<file path="src/rtl/ex_ctrl_stage.sv">
// rtl/ex_ctrl_stage.sv - execute-stage control decode with RV32M latency sequencing
module ex_ctrl_stage #(
  parameter int ENABLE_M = 1,
  parameter int MUL_LAT  = 3,
  parameter int DIV_LAT  = 33
) (
  input  logic       clk,
  input  logic       rst,
  input  logic       flush,
  input  logic       in_valid,
  output logic       in_ready,
  input  logic [6:0] opcode,
  input  logic [2:0] funct3,
  input  logic [6:0] funct7,
  output logic       out_valid,
  input  logic       out_ready,
  output logic [4:0] alu_ctrl,
  output logic       is_muldiv,
  output logic       illegal,
  output logic       busy,
  output logic [15:0] illegal_cnt
);

  localparam logic [4:0] C_ADD   = 5'b00000;
  localparam logic [4:0] C_SUB   = 5'b00001;
  localparam logic [4:0] C_AND   = 5'b00010;
  localparam logic [4:0] C_OR    = 5'b00011;
  localparam logic [4:0] C_XOR   = 5'b00100;
  localparam logic [4:0] C_SLL   = 5'b00101;
  localparam logic [4:0] C_SRL   = 5'b00110;
  localparam logic [4:0] C_SRA   = 5'b00111;
  localparam logic [4:0] C_SLT   = 5'b01000;
  localparam logic [4:0] C_SLTU  = 5'b01001;
  localparam logic [4:0] C_LUI   = 5'b01010;
  localparam logic [4:0] C_AUIPC = 5'b01011;
  localparam logic [4:0] C_ILL   = 5'b01111;

  localparam logic [6:0] OP_R      = 7'b0110011;
  localparam logic [6:0] OP_I      = 7'b0010011;
  localparam logic [6:0] OP_LUI    = 7'b0110111;
  localparam logic [6:0] OP_AUIPC  = 7'b0010111;
  localparam logic [6:0] OP_LOAD   = 7'b0000011;
  localparam logic [6:0] OP_STORE  = 7'b0100011;
  localparam logic [6:0] OP_JALR   = 7'b1100111;
  localparam logic [6:0] OP_BRANCH = 7'b1100011;

  // Counter preload is LAT-1 so that out_valid rises exactly LAT edges after accept.
  localparam logic [5:0] MUL_LD = 6'(MUL_LAT - 1);
  localparam logic [5:0] DIV_LD = 6'(DIV_LAT - 1);

  typedef enum logic [1:0] {S_IDLE, S_WAIT, S_FULL} state_t;

  state_t     state;
  logic [5:0] cnt;
  logic [4:0] dec_ctrl;
  logic       dec_muldiv;
  logic       dec_illegal;
  logic       accept;

  // Shared funct3 table for register and immediate ALU ops; alt picks SUB/SRA.
  function automatic logic [4:0] base_alu(input logic [2:0] f3, input logic alt);
    case (f3)
      3'b000:  base_alu = alt ? C_SUB : C_ADD;
      3'b001:  base_alu = C_SLL;
      3'b010:  base_alu = C_SLT;
      3'b011:  base_alu = C_SLTU;
      3'b100:  base_alu = C_XOR;
      3'b101:  base_alu = alt ? C_SRA : C_SRL;
      3'b110:  base_alu = C_OR;
      default: base_alu = C_AND;
    endcase
  endfunction

  // Combinational decode of the presented instruction into a control word.
  always_comb begin
    dec_ctrl   = C_ILL;
    dec_muldiv = 1'b0;
    case (opcode)
      OP_R: begin
        if (funct7 == 7'b0000001) begin
          if (ENABLE_M != 0) begin
            dec_ctrl   = {2'b10, funct3};
            dec_muldiv = 1'b1;
          end
        end else begin
          dec_ctrl = base_alu(funct3, funct7[5]);
        end
      end
      // Immediate ops: funct7[5] is immediate data except for the SRAI shift form.
      OP_I:      dec_ctrl = base_alu(funct3, (funct3 == 3'b101) && funct7[5]);
      OP_LUI:    dec_ctrl = C_LUI;
      OP_AUIPC:  dec_ctrl = C_AUIPC;
      OP_LOAD,
      OP_STORE,
      OP_JALR:   dec_ctrl = C_ADD;
      OP_BRANCH: dec_ctrl = C_SUB;
      default:   dec_ctrl = C_ILL;
    endcase
  end

  assign dec_illegal = (dec_ctrl == C_ILL);
  assign in_ready    = (state == S_IDLE) || ((state == S_FULL) && out_ready);
  assign accept      = in_valid && in_ready && !flush;
  assign busy        = (state == S_WAIT);

  // Stage sequencer: registers the control word and tracks RV32M latency.
  always_ff @(posedge clk) begin
    if (rst) begin
      state       <= S_IDLE;
      cnt         <= 6'd0;
      out_valid   <= 1'b0;
      alu_ctrl    <= C_ILL;
      is_muldiv   <= 1'b0;
      illegal     <= 1'b0;
      illegal_cnt <= 16'd0;
    end else if (flush) begin
      state     <= S_IDLE;
      cnt       <= 6'd0;
      out_valid <= 1'b0;
    end else begin
      case (state)
        S_WAIT: begin
          if (cnt == 6'd0) begin
            state     <= S_FULL;
            out_valid <= 1'b1;
          end else begin
            cnt <= cnt - 6'd1;
          end
        end
        default: begin
          if (accept) begin
            alu_ctrl  <= dec_ctrl;
            is_muldiv <= dec_muldiv;
            illegal   <= dec_illegal;
            if (dec_illegal && (illegal_cnt != 16'hFFFF))
              illegal_cnt <= illegal_cnt + 16'd1;
            if (dec_muldiv) begin
              state     <= S_WAIT;
              cnt       <= funct3[2] ? DIV_LD : MUL_LD;
              out_valid <= 1'b0;
            end else begin
              state     <= S_FULL;
              out_valid <= 1'b1;
            end
          end else if ((state == S_FULL) && out_ready) begin
            state     <= S_IDLE;
            out_valid <= 1'b0;
          end
        end
      endcase
    end
  end

endmodule

</file>
<file path="config.mk">
export PLATFORM = sky130hd
export DESIGN_NAME = ex_ctrl_stage
export DESIGN_NICKNAME = d
export VERILOG_FILES = /design/src/rtl/ex_ctrl_stage.sv
export SDC_FILE = /design/constraint.sdc
export NUM_CORES = 1
export LEC_CHECK = 0
export ABC_CLOCK_PERIOD_IN_PS = 3800
export BUFFER_PORTS_ARGS = -buffer_cell sky130_fd_sc_hd__buf_4
export CAP_MARGIN = 20
export CORE_UTILIZATION = 58
export CTS_BUF_LIST = sky130_fd_sc_hd__clkbuf_4 sky130_fd_sc_hd__clkbuf_8
export DETAILED_ROUTE_END_ITERATION = 8
export GPL_ROUTABILITY_DRIVEN = 0
export PLACE_DENSITY_LB_ADDON = 0.15
export SETUP_SLACK_MARGIN = 0.02
export SYNTH_ARGS = -nofsm -noshare
export SYNTH_HDL_FRONTEND = slang
export SYNTH_SLANG_ARGS = --single-unit
</file>
<file path="constraint.sdc">
create_clock -name clk -period 3.8 [get_ports clk]
set_clock_uncertainty 0.05 [all_clocks]
set_input_delay 0.76 -clock clk [delete_from_list [all_inputs] [get_ports clk]]
set_output_delay 0.76 -clock clk [all_outputs]
set_load 0.03 [all_outputs]
</file>
==> results.md <==
- PnR Total Power: 598 uW
- Setup bufs post-CTS: 0
- CTS tree: yes
- Hold buffer count at CTS: 0
- Congestion Overflow GR: 0
- H-tree Lvls: 2
- FILL cells: 217
- Ys Warns: 0
- Ports: 48
- Port buffer count: 47
- Layout cells sized above 1: 26.4%
- Hold Violations, Final: 0
- Reg2reg start: illegal_cnt[0]
- WP data arrival: 2.62 ns
- Routed len/inst: 13.3 um
- Final ANT Viol Nets: 0
- CTS resizes: 0
- Critical Path RT: 3.99 ns
- Antenna violations before repair: 0
- # diodes: 0
- Post-Syn Nets: 235
- Starting Density: 61.9%
- Seq/Total Area, Yosys: 36.0%
- Hold Crit Endpoint: is_muldiv
- Rows: 19
- Setup TNS: 0 ns
- Clock transition at the registers of the reported paths: 0.11 ns
- Clk sinks: 31
- Core Box Area: 2780 um^2
- Power share of the sequential group: 55.4%
- Final nets: 282
- Internal reg-to-reg setup slack: 1.43 ns
- Kind of end point of the critical path: flop
- Cell area after layout: 2140 um^2
- Count of cell types in the netlist: 47
- CTS root buffer: clkbuf_4
- Post-synth top flop: dfxtp_1
- Clock Path Buffers: 2
- EDFF count, synth: 0
- Vias in the first global route: 1543
- Startpoint types: primary input
- CP top delay family: simple AND/OR/NAND/NOR gates
- Vias/cell: 6.09
- CP Cell Sequence: buf_4, or4b_4, nor3_2, nor4b_1, mux2_2
- Critical path buffer and inverter count: 1
- Int Pwr: 445 uW
- Run status: finished, final reports clean
- Hold path startpoint: is_muldiv
- Final Max Slew Viols: 0
- Hold/Removal Path Class: reg2reg
- Post-synthesis instance total: 210
- Fmax: 412 MHz
- Slew HR: 53.7%
- Crit path max fanout: 14
- Number of synthesized register bits: 31
- RSZ-0062 raised after global routing: false
- Most common cell after layout, fill and taps aside: buf_4
- Final setup violation count: 0
- Fin crit share: 63.8%
- Commonest cells after routing, fill and taps aside: 47 x buf_4, 31 x dfxtp_1, 22 x nor2_1
- Die Y: 56.5 um
- R2r endpoint: illegal_cnt[10]
- Worst skew pair latency: 0.34 ns
- Global-route wire length before repair: 6580 um
- Share of flip-flops with an asynchronous set or reset: 0%
- Sw frac: 25.6%
- WHS: 0.426 ns
- Logic pwr share: 10.8%
- Vias: 1761
- Cells after DPL: 281
- Clock power share: 33.8%
- Pwr dens: 280 nW/um^2
- VDD IR-drop max: 0.299 mV
- Layout area overhead: 24.1%
- Max incr delay on CP: 0.61 ns
- Psw: 153 uW
- Slew @ Worst Pin: 0.685 ns
- Total GRT Usage: 25.8%
- Critical setup path kind: in2reg
- First-pass detailed-route iteration total: 4
- Max cap viols: 0
- # DRC: 0
- Avg Inst Size Synth: 8.20 um^2
- Starting DRT DRC Count: 86
- Cts bufs inserted: 5
- Synth Cell Area: 1720 um^2
- Largest net degree at the start of global routing: 33
- Final min period: 2.43 ns
- Post-Layout Cell Count: 289
- DRT Wirelength: 3850 um
- Die Span X: 56.5 um
- DP HPWL: 2830 um
- Worst hold path depth: 2
- Placed cell area: 2080 um^2
- CP max-delay cell: or4b_4
- Leakage: 0.816 nW
- Reg2Reg Depth: 6
- Die area: 3190 um^2
cell families after synthesis:
logic type | share of synthesized area, %
adders and majority gates | 2.18
buffers and inverters | 4.14
muxes | 3.85
xor gates and xnor gates | 2.04
DFF | 36.0
and+or+nand+nor | 33.1
AOI/OAI and AO/OA | 18.6
metal layers:
layer,GRT usage [%],part of all wire [%],vias to the layer above
met2,43.0,50,61
met5,0,0,-
met4,11.8,1.9,0
li1,-,-,875
met1,31.7,43,812
met3,5.53,4.7,13
flip-flops by register name (all words and copies together) (netlist names):
| register | count |
|---|---|
| alu_ctrl | 5 |
| cnt | 6 |
| illegal | 1 |
| illegal_cnt | 16 |
| is_muldiv | 1 |
| out_valid | 1 |
| state | 1 |
cells in the mapped netlist, drive strengths merged (3+ instances only):
library cell	number	area (um^2)
or4	4	30.0
o31ai	6	45.0
nor3b	3	22.5
ha	3	37.5
nand2	15	56.3
inv	10	37.5
a21oi	19	95.1
nor3	8	45.0
nand3b	3	22.5
nor2b	6	45.0
clkbuf	6	22.5
nor4	4	25.0
nand4	4	31.3
mux2	5	56.3
nor2	22	82.6
o21ai	8	40.0
nand2b	3	18.8
a31oi	4	25.0
or3	7	53.8
nand3	10	50.1
dfxtp	31	621
per-stage QoR:
step	util [%]	setup WS [ns]
floorplan	-	1.27
global placement	74.8	1.06
detailed placement	74.8	1.03
CTS	76.8	1.39
global route	76.8	1.28
finish	76.8	1.38
how the worst max path moves through the flow:
stage | start | end | slack (ns) | depth (start not counted)
final | flush | illegal_cnt[8] | 1.38 | 5
after global routing | flush | illegal_cnt[8] | 1.28 | 5
after CTS | flush | illegal_cnt[8] | 1.39 | 5
after detailed placement | flush | illegal_cnt[8] | 1.03 | 5
after global placement | flush | illegal_cnt[8] | 1.06 | 5
after floorplan | flush | illegal_cnt[9] | 1.27 | 5
worst reg2reg max path: cells and delay by family (launching register included):
kind	cells	cell delay, ns
and+or+nand+nor	4	1.26
DFF	1	0.41
adders and majority gates	1	0.20
muxes	1	0.33
power by group through the flow:
stage	clock network [mW]	logic, mW	registers, mW
2_1_floorplan	0	0.0267	0.345
3_3_place_gp	0	0.0637	0.338
3_5_place_dp	0	0.0648	0.339
4_1_cts	0.205	0.0649	0.331
5_1_grt	0.216	0.0713	0.332
6_report	0.202	0.0649	0.331
final cells by class:
cell class	count	area, um^2	area share, %
multi-input combinational	162	1030	48.2
sequential	31	621	29.0
timing repair buffer	47	353	16.5
clock buffer	7	52.6	2.46
tap	31	38.8	1.81
inverter	10	37.5	1.76
clock inverter	1	5.00	0.234
No activity file was read; power rests on OpenSTA's default activity.
